### config.mk
export PLATFORM = sky130hd
export DESIGN_NAME = l1i_miss_ctrl
export DESIGN_NICKNAME = d
export VERILOG_FILES = /design/src/rtl/l1i_miss_ctrl.sv
export SDC_FILE = /design/constraint.sdc
export NUM_CORES = 1
export LEC_CHECK = 0
export CAP_MARGIN = 5
export CORE_UTILIZATION = 31
export DETAILED_ROUTE_END_ITERATION = 10
export SETUP_SLACK_MARGIN = 0.2
export SLEW_MARGIN = 20
export SYNTH_ARGS = -nofsm -noshare
export SYNTH_HDL_FRONTEND = slang
export SYNTH_SLANG_ARGS = --single-unit
### constraint.sdc
create_clock -name clk -period 13.2 [get_ports clk]
set_input_delay 3.3 -clock clk [delete_from_list [all_inputs] [get_ports clk]]
set_output_delay 3.3 -clock clk [all_outputs]
set_load 0.02 [all_outputs]
### src/rtl/l1i_miss_ctrl.sv
// l1i_miss_ctrl: per-SM L1I miss merging, round-robin L2 fill issue and thread wakeup
module l1i_miss_ctrl #(
  parameter int NUM_THREADS = 4,
  parameter int LINE_ADDR_WIDTH = 26,
  localparam int TW = (NUM_THREADS > 1) ? $clog2(NUM_THREADS) : 1
) (
  input  logic                       clk,
  input  logic                       reset,
  input  logic                       miss_valid,
  input  logic [TW-1:0]              miss_thread_idx,
  input  logic [LINE_ADDR_WIDTH-1:0] miss_line_addr,
  output logic                       l2_req_valid,
  input  logic                       l2_req_ready,
  output logic [LINE_ADDR_WIDTH-1:0] l2_req_addr,
  input  logic                       l2_resp_valid,
  input  logic [LINE_ADDR_WIDTH-1:0] l2_resp_addr,
  output logic [NUM_THREADS-1:0]     wake_bitmap,
  output logic [NUM_THREADS-1:0]     thread_waiting
);
  logic [NUM_THREADS-1:0]     valid, issued, mmatch, rmatch, cand, tbit, rwake;
  logic [LINE_ADDR_WIDTH-1:0] addr [NUM_THREADS];
  logic [NUM_THREADS-1:0]     waiters [NUM_THREADS];
  logic [TW-1:0]              req_idx, ptr, ptr_n, sel;
  logic                       hs, miss_ok, collide, merge, alloc, found;
  // match misses and responses against the table, pick the next round-robin candidate
  always_comb begin
    hs = l2_req_valid && l2_req_ready;
    tbit = NUM_THREADS'(1) << miss_thread_idx;
    mmatch = '0;
    rmatch = '0;
    rwake = '0;
    thread_waiting = '0;
    for (int i = 0; i < NUM_THREADS; i++) begin
      mmatch[i] = valid[i] && addr[i] == miss_line_addr;
      rmatch[i] = valid[i] && issued[i] && addr[i] == l2_resp_addr && l2_resp_valid;
      rwake = rwake | (rmatch[i] ? waiters[i] : '0);
      thread_waiting = thread_waiting | (valid[i] ? waiters[i] : '0);
    end
    miss_ok = miss_valid && !thread_waiting[miss_thread_idx];
    collide = miss_ok && l2_resp_valid && miss_line_addr == l2_resp_addr;
    merge = miss_ok && !collide && |mmatch;
    alloc = miss_ok && !collide && !merge;
    ptr_n = hs ? req_idx : ptr;
    cand = (valid & ~issued & ~(hs ? NUM_THREADS'(1) << req_idx : '0)) | (alloc ? tbit : '0);
    found = 1'b0;
    sel = '0;
    for (int i = 1; i <= NUM_THREADS; i++) begin
      if (!found && cand[(int'(ptr_n) + i) % NUM_THREADS]) begin
        found = 1'b1;
        sel = TW'((int'(ptr_n) + i) % NUM_THREADS);
      end
    end
  end
  // update entries, present/hold the fill request and pulse wakeups
  always_ff @(posedge clk) begin
    if (reset) begin
      valid <= '0;
      issued <= '0;
      l2_req_valid <= 1'b0;
      l2_req_addr <= '0;
      req_idx <= '0;
      ptr <= '0;
      wake_bitmap <= '0;
    end else begin
      wake_bitmap <= rwake | (collide ? tbit : '0);
      for (int i = 0; i < NUM_THREADS; i++) begin
        if (rmatch[i]) valid[i] <= 1'b0;
        if (merge && mmatch[i]) waiters[i] <= waiters[i] | tbit;
      end
      if (hs) issued[req_idx] <= 1'b1;
      if (alloc) begin
        valid[miss_thread_idx] <= 1'b1;
        issued[miss_thread_idx] <= 1'b0;
        addr[miss_thread_idx] <= miss_line_addr;
        waiters[miss_thread_idx] <= tbit;
      end
      if (!l2_req_valid || l2_req_ready) begin
        l2_req_valid <= found;
        l2_req_addr <= !found ? l2_req_addr : (alloc && sel == miss_thread_idx) ? miss_line_addr : addr[sel];
        req_idx <= sel;
      end
      ptr <= ptr_n;
    end
  end
  // a blocked thread must not report another miss
  always_ff @(posedge clk) if (!reset && miss_valid) assert (!thread_waiting[miss_thread_idx]);
endmodule

==> flow_summary.ini <==
[final_layout]
drive_gt1_share_pct = 11.0
final_cell_area_um2 = 11600
layout-area-overhead-vs-synth_pct = 17.9
count_of_nets_after_finishing = 998
antenna_cells_inserted = 0
instances_no_fill = 1347
final.fill_count = 2964

[routing]
drt_first_pass_iters = 9
drt_total_wl_um = 32000
number_of_design_rule_violations_left_by_the_first_detailed_router_iteration = 659
remaining_antenna_violation_count = 0
drt-wirelength-per-cell_um = 23.7
dr_total_vias = 7113
drcViolationCount = 5
routed_via_density = 5.28

[sta]
final.setup.tns_ps = 0
final_critical_delay_including_setup_and_external_delays_ps = 7360
rsz0062_at_grt = no
report.final.hold_viol_count = 0
timing.fmax_mhz = 136
timing.clock.skew_ps = 12.7
timing.max_slew.rel_slack_pct = 22.1
total_setup_violations_reported_at_the_end_of_the_flow = 0
worst-slew-pin-transition_ps = 1160
period_share_pct = 55.8
drv_slew = 0

[critical_path]
setup.worst_path.class = in -> reg
worst_setup_path_end_kind = register
crit-reg2reg-launch = valid[3]$_SDFF_PP0_
crit_path_capture = l2_req_addr[21]$_SDFFE_PP0P_
worst_r2r_endpoint = l2_req_addr[21]$_SDFFE_PP0P_
startpoint = miss_line_addr[20]
worst-r2r-cell-count = 12
crit_path_arrival_time_ps = 7670
crit_required_ps = 13500
r2r_setup_slack_ps = 8970
path_max_fanout = 28
critical_path.startpoint_type = primary input

[die]
fp-row-count = 64
floorplan.io_pins = 94
floorplan.die.height_um = 180
core_area_um2 = 30800
chipWidth_um = 180
initial_utilization_pct = 31.8
floorplan.die_area_um2 = 32300

[synthesis]
synthDistinctLibCells = 51
part_of_the_yosys_area_used_for_sequential_elements_pct = 45.5
fraction_of_registers_with_async_set_reset_pct = 0
synth-warning-count = 0
syn_nets = 951
synth.cell_area_um2 = 9800
netlist_instances = 892
synth_edf_count = 120
postSynthAreaPerCell_um2 = 11.0
synth_ff_type = edfxtp_1
ys_ff_latch = 163

[place]
count_of_buffers_from_port_buffering = 93
placed_cells = 1316
post_dp_cell_area_um2 = 11000
place.detailed.hpwl_um = 23900
placer_s_final_routability_congestion_estimate = 1.01

[global_routing]
number_of_antenna_violations_at_the_first_check_in_global_routing = 0
grt_start_max_net_pins = 54
grt_pass1_wl_um = 47300
globalRouteTotalUtil_pct = 19.9
global_route.usage.met2_pct = 32.0
gr-max-usage-layer = met2
grt_util_met3_pct = 3.81
number_of_global_route_vias_before_repair = 7057
global_route.overflow_total = 0
groute.layer.met1.usage_pct = 26.7

[cts]
worst_setup_hold_path_clk_slew_ps = 70
clock_tree_from_tritoncts = yes
cts_buffer_depth = 2
cts_hold_repair.buffers = 0
tritoncts_num_sinks = 163
post_cts.repair.setup_buffers = 0
cts-htree-levels = 4
clock_buffers_created_by_tritoncts = 17
cts-resized-gates = 0
worstSkewPairLatency_ps = 450
clock-root-buffer = clkbuf_16

[power_and_ir_drop]
p_per_area_nw_per_um2 = 120
total_power_mw = 1.39
p_leak_nw = 3.99
ir_worst_vdd_mv = 0.0965

[run_status]
run_status = complete, but fails checks
failed_checks = design-rule violations

[run]
maxCapViolCount = 0

[worst_hold_path]
min_path_type = reg -> reg
==> final cells by class <==
type	count	area, um^2	share of cell area (%)
Clock buffer	17	425	3.68
Clock inverter	14	139	1.20
Inverter	32	120	1.04
Multi-Input combinational cell	620	4890	42.3
Sequential cell	163	4460	38.6
Tap cell	396	495	4.29
Timing Repair Buffer	105	1020	8.84
==> per-layer routing <==
layer	share of wire [%]	up-vias
met5	0	-
met2	46	263
met3	5.9	43
met4	2.2	0
met1	45	3530
li1	-	3277
==> cell usage after synthesis, drive strengths merged, types with 4 or more instances <==
master | instances | area share [%]
a211oi | 6 | 0.46
a21o | 5 | 0.38
a21oi | 11 | 0.56
a22oi | 17 | 1.3
a31oi | 5 | 0.32
buf | 38 | 2.2
clkbuf | 39 | 1.5
dfxtp | 43 | 8.8
edfxtp | 120 | 37
inv | 32 | 1.2
mux2 | 26 | 3.0
mux2i | 54 | 5.6
nand2 | 51 | 2.0
nand2b | 8 | 0.51
nand3 | 11 | 0.56
nand4 | 44 | 2.9
nor2 | 41 | 1.6
nor3 | 6 | 0.31
nor4 | 32 | 2.0
o21ai | 4 | 0.20
o221ai | 26 | 3.6
o22ai | 5 | 0.32
xnor2 | 142 | 13
xor2 | 95 | 8.5
==> worst max-delay path, stage by stage <==
cell	delay (ps)
clkdlybuf4s50_1	800
xnor2_1	180
nand4_1	180
nor4_1	460
nand4_1	300
nand4_1	370
o32ai_2	150
o211a_1	300
o32ai_4	90
buf_4	450
xnor2_1	230
a31o_1	190
buf_4	390
o221ai_1	200
==> metrics by stage <==
stage	hold WS, ps	worst slack, ps	util, %
after global routing	487	5690	37.5
final	468	5840	37.5
after global placement	447	5420	35.6
after CTS	474	5870	37.5
after floorplan	513	6680	-
after detailed placement	446	5430	35.6
==> where the power goes <==
part           switching (mW)  internal, mW  leakage (nW)
clock network           0.240         0.249         0.272
registers              0.0209         0.575          1.44
logic                   0.169         0.132          2.28
==> registers in the layout, indices dropped and copies added, names as in the netlist <==
register and count:
req_idx 2, l2_req_valid 1, ptr 2, l2_req_addr 26, issued 4, valid 4, waiters 16, addr 104
wake_bitmap 4
==> worst min-delay path by stage <==
stage	startpoint	endpoint	slack, ps	cells past startpoint
after detailed placement	l2_req_addr[25]$_SDFFE_PP0P_	l2_req_addr[25]$_SDFFE_PP0P_	450	2
after global routing	l2_req_addr[12]$_SDFFE_PP0P_	l2_req_addr[12]$_SDFFE_PP0P_	490	2
final	l2_req_addr[16]$_SDFFE_PP0P_	l2_req_addr[16]$_SDFFE_PP0P_	470	2
after global placement	l2_req_addr[24]$_SDFFE_PP0P_	l2_req_addr[24]$_SDFFE_PP0P_	450	2
after CTS	l2_req_addr[12]$_SDFFE_PP0P_	l2_req_addr[12]$_SDFFE_PP0P_	470	2
after floorplan	req_idx[1]$_SDFFE_PP0P_	req_idx[1]$_SDFFE_PP0P_	510	2
==> cells by family after synthesis <==
group | after synthesis | share of synthesized area [%]
DFF | 163 | 45.5
xor gates and xnor gates | 237 | 21.2
and+or+nand+nor | 206 | 10.7
AOI/OAI and AO/OA | 97 | 9.04
buffers and inverters | 109 | 4.91
muxes | 80 | 8.63
==> layout by cell type (no fill, tap or decap), types with 17 or more instances in the layout <==
cell type / count
a22oi_1: 17
nand4_1: 43
xor2_1: 95
edfxtp_1: 120
mux2i_1: 53
nor4_1: 31
clkdlybuf4s50_1: 93
nor2_1: 37
clkbuf_16: 17
inv_1: 32
xnor2_1: 142
mux2_2: 26
dfxtp_1: 43
nand2_1: 50
o221ai_2: 20
Power figures use the tool's default switching activity.
